<file path="config.mk">
export PLATFORM = sky130hd
export DESIGN_NAME = aer_event_arbiter
export DESIGN_NICKNAME = d
export VERILOG_FILES = /design/src/rtl/aer_event_arbiter.sv
export SDC_FILE = /design/constraint.sdc
export NUM_CORES = 1
export LEC_CHECK = 0
export ABC_AREA = 1
export BUFFER_PORTS_ARGS = -buffer_cell sky130_fd_sc_hd__buf_2
export CAP_MARGIN = 0
export CORE_UTILIZATION = 52
export CTS_CLUSTER_SIZE = 24
export DETAILED_ROUTE_END_ITERATION = 8
export PLACE_DENSITY_LB_ADDON = 0.08
export SYNTH_ARGS = -nofsm -noshare
export SYNTH_HDL_FRONTEND = slang
export SYNTH_SLANG_ARGS = --single-unit
</file>
<file path="constraint.sdc">
create_clock -name clk_i -period 3.7 [get_ports clk_i]
set_clock_uncertainty 0.15 [all_clocks]
set_input_delay 0.74 -clock clk_i [delete_from_list [all_inputs] [get_ports clk_i]]
set_output_delay 0.74 -clock clk_i [all_outputs]
set_load 0.005 [all_outputs]
</file>
<file path="src/rtl/aer_event_arbiter.sv">
// Two-level AER arbiter: round-robin row grant, then ascending-column burst out of a row snapshot.
// Optional AER_TIMESTAMP_EN adds a free-running counter and a per-event timestamp output ts_o.
//
// state | meaning
// IDLE  | no row granted; pick next requesting row at/after row_ptr
// COL   | row granted; serve snapshot columns lowest-first, one per free slot
module aer_event_arbiter #(
  parameter int ROWS      = 8,
  parameter int COLS      = 8,
  parameter int POLARITY  = 2,
  parameter int X_WIDTH   = $clog2(ROWS),
  parameter int Y_WIDTH   = $clog2(COLS),
  parameter int MAX_BURST = COLS,
  parameter int TS_WIDTH  = 16
) (
  input  logic                         clk_i,
  input  logic                         reset_n_i,
  input  logic [ROWS*COLS-1:0]          req_i,
  input  logic [ROWS*COLS*POLARITY-1:0] pol_i,
  output logic [ROWS*COLS-1:0]          ack_o,
  output logic                         evt_valid_o,
  input  logic                         evt_ready_i,
  output logic [X_WIDTH-1:0]           x_o,
  output logic [Y_WIDTH-1:0]           y_o,
  output logic [POLARITY-1:0]          pol_o,
`ifdef AER_TIMESTAMP_EN
  output logic [TS_WIDTH-1:0]          ts_o,
`endif
  output logic                         row_busy_o
);

  localparam int BW = $clog2(MAX_BURST + 1);

  typedef enum logic {IDLE, COL} state_t;

  state_t                  state_q, state_d;
  logic [X_WIDTH-1:0]      row_ptr_q, row_ptr_d;
  logic [X_WIDTH-1:0]      gr_q, gr_d;
  logic [COLS-1:0]         snap_q, snap_d;
  logic [COLS-1:0]         served_q, served_d;
  logic [BW-1:0]           burst_q, burst_d;
  logic                    valid_q, valid_d;
  logic [X_WIDTH-1:0]      x_q, x_d;
  logic [Y_WIDTH-1:0]      y_q, y_d;
  logic [POLARITY-1:0]     pol_q, pol_d;
  logic [ROWS*COLS-1:0]    ack_q, ack_d;

  logic                    found;
  logic [X_WIDTH-1:0]      sel_row;
  logic                    pick_vld;
  logic [Y_WIDTH-1:0]      pick;
  logic [COLS-1:0]         pending;
  logic [COLS-1:0]         col_oh;
  logic                    slot_free;
  logic                    load;

  assign pending   = snap_q & ~served_q;
  assign slot_free = !valid_q || evt_ready_i;
  assign load      = (state_q == COL) && slot_free && pick_vld;
  assign col_oh    = COLS'(1) << pick;

  // Rotating row search starting at row_ptr, wrapping modulo ROWS.
  always_comb begin
    int idx;
    found   = 1'b0;
    sel_row = '0;
    idx     = 0;
    for (int i = 0; i < ROWS; i++) begin
      idx = int'(row_ptr_q) + i;
      if (idx >= ROWS) idx = idx - ROWS;
      if (!found && (req_i[idx*COLS +: COLS] != '0)) begin
        found   = 1'b1;
        sel_row = X_WIDTH'(idx);
      end
    end
  end

  always_comb begin
    pick_vld = 1'b0;
    pick     = '0;
    for (int c = COLS - 1; c >= 0; c--) begin
      if (pending[c]) begin
        pick_vld = 1'b1;
        pick     = Y_WIDTH'(c);
      end
    end
  end

  always_comb begin
    state_d   = state_q;
    row_ptr_d = row_ptr_q;
    gr_d      = gr_q;
    snap_d    = snap_q;
    served_d  = served_q;
    burst_d   = burst_q;
    valid_d   = valid_q;
    x_d       = x_q;
    y_d       = y_q;
    pol_d     = pol_q;
    ack_d     = '0;

    if (valid_q && evt_ready_i) valid_d = 1'b0;

    case (state_q)
      IDLE: begin
        if (found) begin
          gr_d     = sel_row;
          snap_d   = req_i[int'(sel_row)*COLS +: COLS];
          served_d = '0;
          burst_d  = '0;
          state_d  = COL;
        end
      end
      COL: begin
        if (load) begin
          valid_d  = 1'b1;
          x_d      = gr_q;
          y_d      = pick;
          pol_d    = pol_i[(int'(gr_q)*COLS + int'(pick))*POLARITY +: POLARITY];
          ack_d[int'(gr_q)*COLS + int'(pick)] = 1'b1;
          served_d = served_q | col_oh;
          burst_d  = burst_q + 1'b1;
          // Leave on the last load edge so the next row can follow back-to-back.
          if (((pending & ~col_oh) == '0) || (burst_q + 1'b1 == BW'(MAX_BURST))) begin
            state_d   = IDLE;
            row_ptr_d = (gr_q == X_WIDTH'(ROWS - 1)) ? '0 : gr_q + 1'b1;
          end
        end
      end
      default: state_d = IDLE;
    endcase
  end

  always_ff @(posedge clk_i or negedge reset_n_i) begin
    if (!reset_n_i) begin
      state_q   <= IDLE;
      row_ptr_q <= '0;
      gr_q      <= '0;
      snap_q    <= '0;
      served_q  <= '0;
      burst_q   <= '0;
      valid_q   <= 1'b0;
      x_q       <= '0;
      y_q       <= '0;
      pol_q     <= '0;
      ack_q     <= '0;
    end else begin
      state_q   <= state_d;
      row_ptr_q <= row_ptr_d;
      gr_q      <= gr_d;
      snap_q    <= snap_d;
      served_q  <= served_d;
      burst_q   <= burst_d;
      valid_q   <= valid_d;
      x_q       <= x_d;
      y_q       <= y_d;
      pol_q     <= pol_d;
      ack_q     <= ack_d;
    end
  end

`ifdef AER_TIMESTAMP_EN
  logic [TS_WIDTH-1:0] ts_cnt_q;
  logic [TS_WIDTH-1:0] ts_q;

  always_ff @(posedge clk_i or negedge reset_n_i) begin
    if (!reset_n_i) begin
      ts_cnt_q <= '0;
      ts_q     <= '0;
    end else begin
      ts_cnt_q <= ts_cnt_q + 1'b1;
      if (load) ts_q <= ts_cnt_q;
    end
  end

  assign ts_o = ts_q;
`endif

  assign ack_o       = ack_q;
  assign evt_valid_o = valid_q;
  assign x_o         = x_q;
  assign y_o         = y_q;
  assign pol_o       = pol_q;
  assign row_busy_o  = (state_q == COL);

endmodule

</file>
# [Yosys cells after proc, flatten, opt, wreduce, memory -nomap -nowiden]
# Index checks and enable logic that the tools add are counted.
[op_classes] n_reduce_logical=34 n_lt_le_gt_ge=10 shifts=11 add_sub_neg=18 n_bitwise=6 n_eq_ne=4 n_mux=58
[op_table] cell="$shiftx A64 B32 Y8" count=8
[op_table] cell="$mux W29" count=8
[op_table] cell="$mux W64" count=2
[op_table] cell="$shiftx A128 B32 Y2" count=1
[op_table] cell="$reduce_bool A8 Y1" count=8
[op_table] cell="$shiftx A64 B7 Y8" count=1
[op_table] cell="$mux W3" count=17
[op_table] cell="$sub A4 B4 Y5 const B" count=7
[op_table] cell="$ge A4 B4 Y1 const B" count=7
[op_table] cell="$mux W1" count=23
[op_table] cell="$add A3 B3 Y4 const B" count=4
[op_table] cell="$and A8 B8 Y8" count=2
[op_table] cell="$mux W8" count=2
[op_table] cell="$not A8 Y8" count=2
[op_table] cell="$pmux W8 S2" count=1
[op_table] cell="$logic_and A1 B1 Y1" count=11
[op_table] cell="$add A3 B2 Y4 const B" count=2
[op_table] cell="$logic_not A1 Y1" count=8
[op_table] cell="$logic_not A8 Y1" count=1
[op_table] cell="$mux W4" count=2
[op_table] cell="$or A8 B8 Y8" count=1
[op_table] cell="$pmux W4 S2" count=1
[op_table] cell="$shl A1 B3 Y8 const A" count=1
[op_table] cell="$add A6 B3 Y7" count=1
[op_table] cell="other kinds (17)" count=20
[totals] word_cells=152 inputBits=195 out_inout_bits=74 reg_bits=100

# [Depth between registers and ports, before layout]
[logic_depth] word_depth=28 depth_mapped=27 depth_no_buf=23

# [Worst setup path before layout]
# Ideal clock, no wire load.
[synth_path] kind="reg-to-reg" from="reg row_ptr_q[0]" to="reg served_q[3]" path_buffers=4 period_less_slack_ns=3.351 arrival_time_ns=3.069 stages_incl_launch_ff=23 t_required_ns=3.418 path_slack_ns=0.349 setup_ns=0.132 cell_sequence="dfrtp_1 > inv_2 > buf_4 > buf_6 > ha_1 > inv_2 > clkbuf_1 > nand3_1 > nand2_1 > nand2_1 > nand2_1 > nand2_1 > nor2_1 > nand2_2 > nor2_4 > nand3_4 > nor3b_2 > nand2_1 > o21ai_1 > buf_2 > nand2_2 > a31oi_1 > nor2_1"
[synth_via] elab_chain_cells=28 word_cells_on_any_way=71 classes_between="add/sub: 15; order compare: 8; eq/ne: 1; shift: 8; mux: 16; reduce/logical: 23"
[synth_rtl] element="from (decl)" line_no="37" text="logic [X_WIDTH-1:0] row_ptr_q, row_ptr_d;"
[synth_rtl] element="from (signal assigned)" line_no="149" text="row_ptr_q <= row_ptr_d;"
[synth_rtl] element="branches (longest 25 deep; another with $sub A4 B4 Y5)"
[synth_rtl] element="$mux W1 (*)" line_no="71" text="if (!found && (req_i[idx*COLS +: COLS] != '0)) begin"
[synth_rtl] element="$ne A2 B2 Y1 (no line) (*)"
[synth_rtl] element="$reduce_and A2 Y1 (no line) (*)"
[synth_rtl] element="to (signal assigned)" line_no="152" text="served_q <= served_d;"
[synth_rtl] element="to (decl)" line_no="40" text="logic [COLS-1:0] served_q, served_d;"
# Every way passes the cells marked *.
# A chain may end at the register's enable or synchronous reset.

# [Worst setup path in the final report]
[layout_path] from="reg row_ptr_q[1]" to="reg snap_q[6]"
[layout_via] elab_chain_cells=27 word_cells_on_any_way=79 classes_between="add/sub: 15; order compare: 8; shift: 9; mux: 24; reduce/logical: 23"
[layout_rtl] element="branches (longest 27 deep; another with $sub A4 B4 Y5)"
[layout_rtl] element="to (signal assigned)" line_no="151" text="snap_q <= snap_d;"
[layout_rtl] element="to (decl)" line_no="39" text="logic [COLS-1:0] snap_q, snap_d;"
# Parallel ways; which one is timed is not known.

==> metrics.yaml <==
outcome:
  status: "finished, final reports clean"
critical_path:
  start_kind: "register"
  cp_num_buf_inv: 4
  crit_start: "row_ptr_q[1]"
  crit_type: "reg2reg"
  critical_path.max_stage_delay_ns: 0.46
  worst_path_max_delay_cell: "dfrtp_2"
  required_ns: 3.79
  crit_top_cell: "nand2_1"
  cp_top_family: "simple AND/OR/NAND/NOR gates"
  rr_startpoint: "row_ptr_q[1]"
  crit_chain: "buf_4 > ha_1 > xnor2_4 > buf_4 > inv_4 > nand2_1 > nand2_1 > nand2_1 > nor2_2 > nand2_2 > nor2_4 > nand3_4 > nor2_2 > nand4_1 > nand3_2 > nand2_2 > buf_12 > nand2_1 > nand2_1 > nand2_1 > nand2_1 > nor2_2 > nor2_1"
  path_max_fanout: 33
  end_kind: "register"
  worstPathArrival_ns: 3.58
drt:
  via_count: 9388
  final_antenna_net_count: 0
  viasPerCell: 5.55
  wl_um: 27900
  wl_per_cell_um: 16.5
  drtIter0Drc: 743
  drc_errors: 0
  drt_pass1_iterations: 5
yosys:
  synth_area_leaders: "dfrtp_1 32%, nand2_1 25%, nand3_1 11%"
  synth_common_cells: "506 x nand2_1, 172 x nor2_1, 165 x nand3_1, 100 x dfrtp_1, 67 x inv_1"
  synth_ff_type: "dfrtp_1"
  syn_avg_cell_area_um2: 6.19
  synth_seq_cells: 100
  synth_nets: 1448
  yosysTopAreaCellShare_pct: 32.5
  synthArstFlopShare_pct: 100
  ys_seq_area_share_pct: 32.5
  synth_area_um2: 7710
  yosysMostFrequentCell: "nand2_1"
  synth_edf_count: 0
  synth-warning-count: 0
  synth.distinct_cells: 43
  yosys.area.top_type: "dfrtp_1"
  synth_cells: 1244
pwr:
  ir_worst_vdd_mv: 0.418
  powerDensity_nw_per_um2: 886
  p_sw_uw: 4680
  internal-power_uw: 3870
  total_power_uw: 8550
  seqPwrFrac_pct: 17.7
  netSwitchingFraction_pct: 54.7
  p_leak_uw: 0.00546
  power.share.clock_pct: 11.0
  pwr-share-comb_pct: 71.2
floorplan:
  fp.dieH_um: 124
  fp-row-count: 44
  die-area_um2: 15300
  die_w_um: 124
  core-area_um2: 14500
  initial_utilization_pct: 53.2
  io_pins: 269
global_routing:
  antenna_found_initial: 1
  grt_max_degree: 75
  grt.overflow.total: 0
  track_usage_pct: 36.4
  grt_pass1_wl_um: 42600
  grt_pass1_vias: 8528
timing:
  slew_headroom_pct: 54.1
  finalCritPeriodShare_pct: 94.2
  finalSetupViolCount: 0
  fmax_ghz: 0.287
  rsz0062_at_grt: "true"
  whs_ns: 0.155
  tightest_slew_ns: 0.686
  finalHoldViolCount: 0
  layout_min_cycle_time_ns: 3.49
  setup_ws_ns: 0.213
  slew_violations: 0
clocking:
  cts_max_level: 3
  clk_pin_slew_worst_paths_ns: 0.07
  cts_buffer_depth: 2
  cts_tree: "done"
  cts-root-buf: "clkbuf_16"
  clock_latency_ns: 0.35
  cts-buffers-inserted: 9
  cts_hold_buf: 0
  clock-sinks: 100
final_layout:
  area_growth_pct: 25.3
  instances_no_fill: 1692
  finalNetCount: 1706
  drive_above_1_share_pct: 23.8
  finalCoreUtilization_pct: 66.7
placement:
  port_buffers: 268
  place_ws_ns: -0.144
  dp_cells: 1669
  dp_hpwl_um: 21200
  gp_congestion: 0.991
flow_run:
  drv_cap: 0
min_path:
  hold_class: "in2async"
[flip-flops by register name (all words and copies together), names as in the netlist]
name / count
evt_valid_o: 1
gr_q: 3
y_o: 3
x_o: 3
pol_o: 2
ack_o: 64
row_ptr_q: 3
served_q: 8
row_busy_o: 1
burst_q: 4
snap_q: 8
[stage by stage]
stage | cell area [um2] | setup TNS (ns)
after global placement | 9250 | -1.12
after global routing | 9660 | -0.00105
after CTS | 9600 | 0
final | 9660 | 0
after detailed placement | 9250 | -1.26
after floorplan | 7710 | 0
[layer usage]
metal  GRT usage, %  vias to the layer above  wire length (um)
li1               -                     4540                 -
met1           45.4                     4267             11200
met2           60.6                      482             13300
met3           5.63                       99              2200
met4           19.0                        0              1300
met5              0                        -                 0
[layout by cell type, fill, tap and decap left out, types with 9 or more instances in the layout]
cell type,instances
inv_1,67
nor2_1,168
nand2_1,506
a221oi_1,28
clkbuf_16,9
buf_2,267
buf_4,27
nand4_1,11
o21ai_0,33
nor3_1,10
nand3_1,165
dfrtp_1,98
a21oi_1,18
[path summary, 6_finish.rpt]
| path | slack, ns | end | cells after the start |
|---|---|---|---|
| min in group clk_i | 0.33 | y_o[1] | 2 |
| worst min-delay path | 0.16 | y_o[2] | 1 |
| worst min register to register | 0.33 | y_o[1] | 2 |
| worst max register to register | 0.21 | snap_q[6] | 23 |
| worst max-delay path | 0.21 | snap_q[6] | 23 |
| max in group asynchronous | 2.56 | served_q[6] | 2 |
[logic make-up after synthesis]
kind of cell    synth area share (%)
compound gates                  8.83
simple gates                    48.7
buf+inv                         8.05
flops                           32.5
fa+ha+maj                       1.46
xor+xnor                       0.438
[power by group through the flow]
stage	logic (uW)	clock network, uW	registers [uW]
final	6090	943	1520
after global routing	6740	990	1550
after CTS	5910	945	1520
after detailed placement	5770	0	1530
after global placement	5740	0	1530
after floorplan	4170	0	1490
[layout make-up]
cell class | count | area (um2)
inverter | 74 | 280
multi-input combinational | 1014 | 4630
timing repair buffer | 303 | 1710
tap | 184 | 230
clock inverter | 7 | 77.6
clock buffer | 9 | 225
sequential | 100 | 2500
fill | 1387 | 4820
antenna | 1 | 2.50
[repair_timing]
action	CTS	global route
resized for setup	1	9
endpoints found under the setup margin	19	20
cloned	0	0
pin swaps	1	3
buffers inserted	4	2
(Power assumes the default switching activity.)
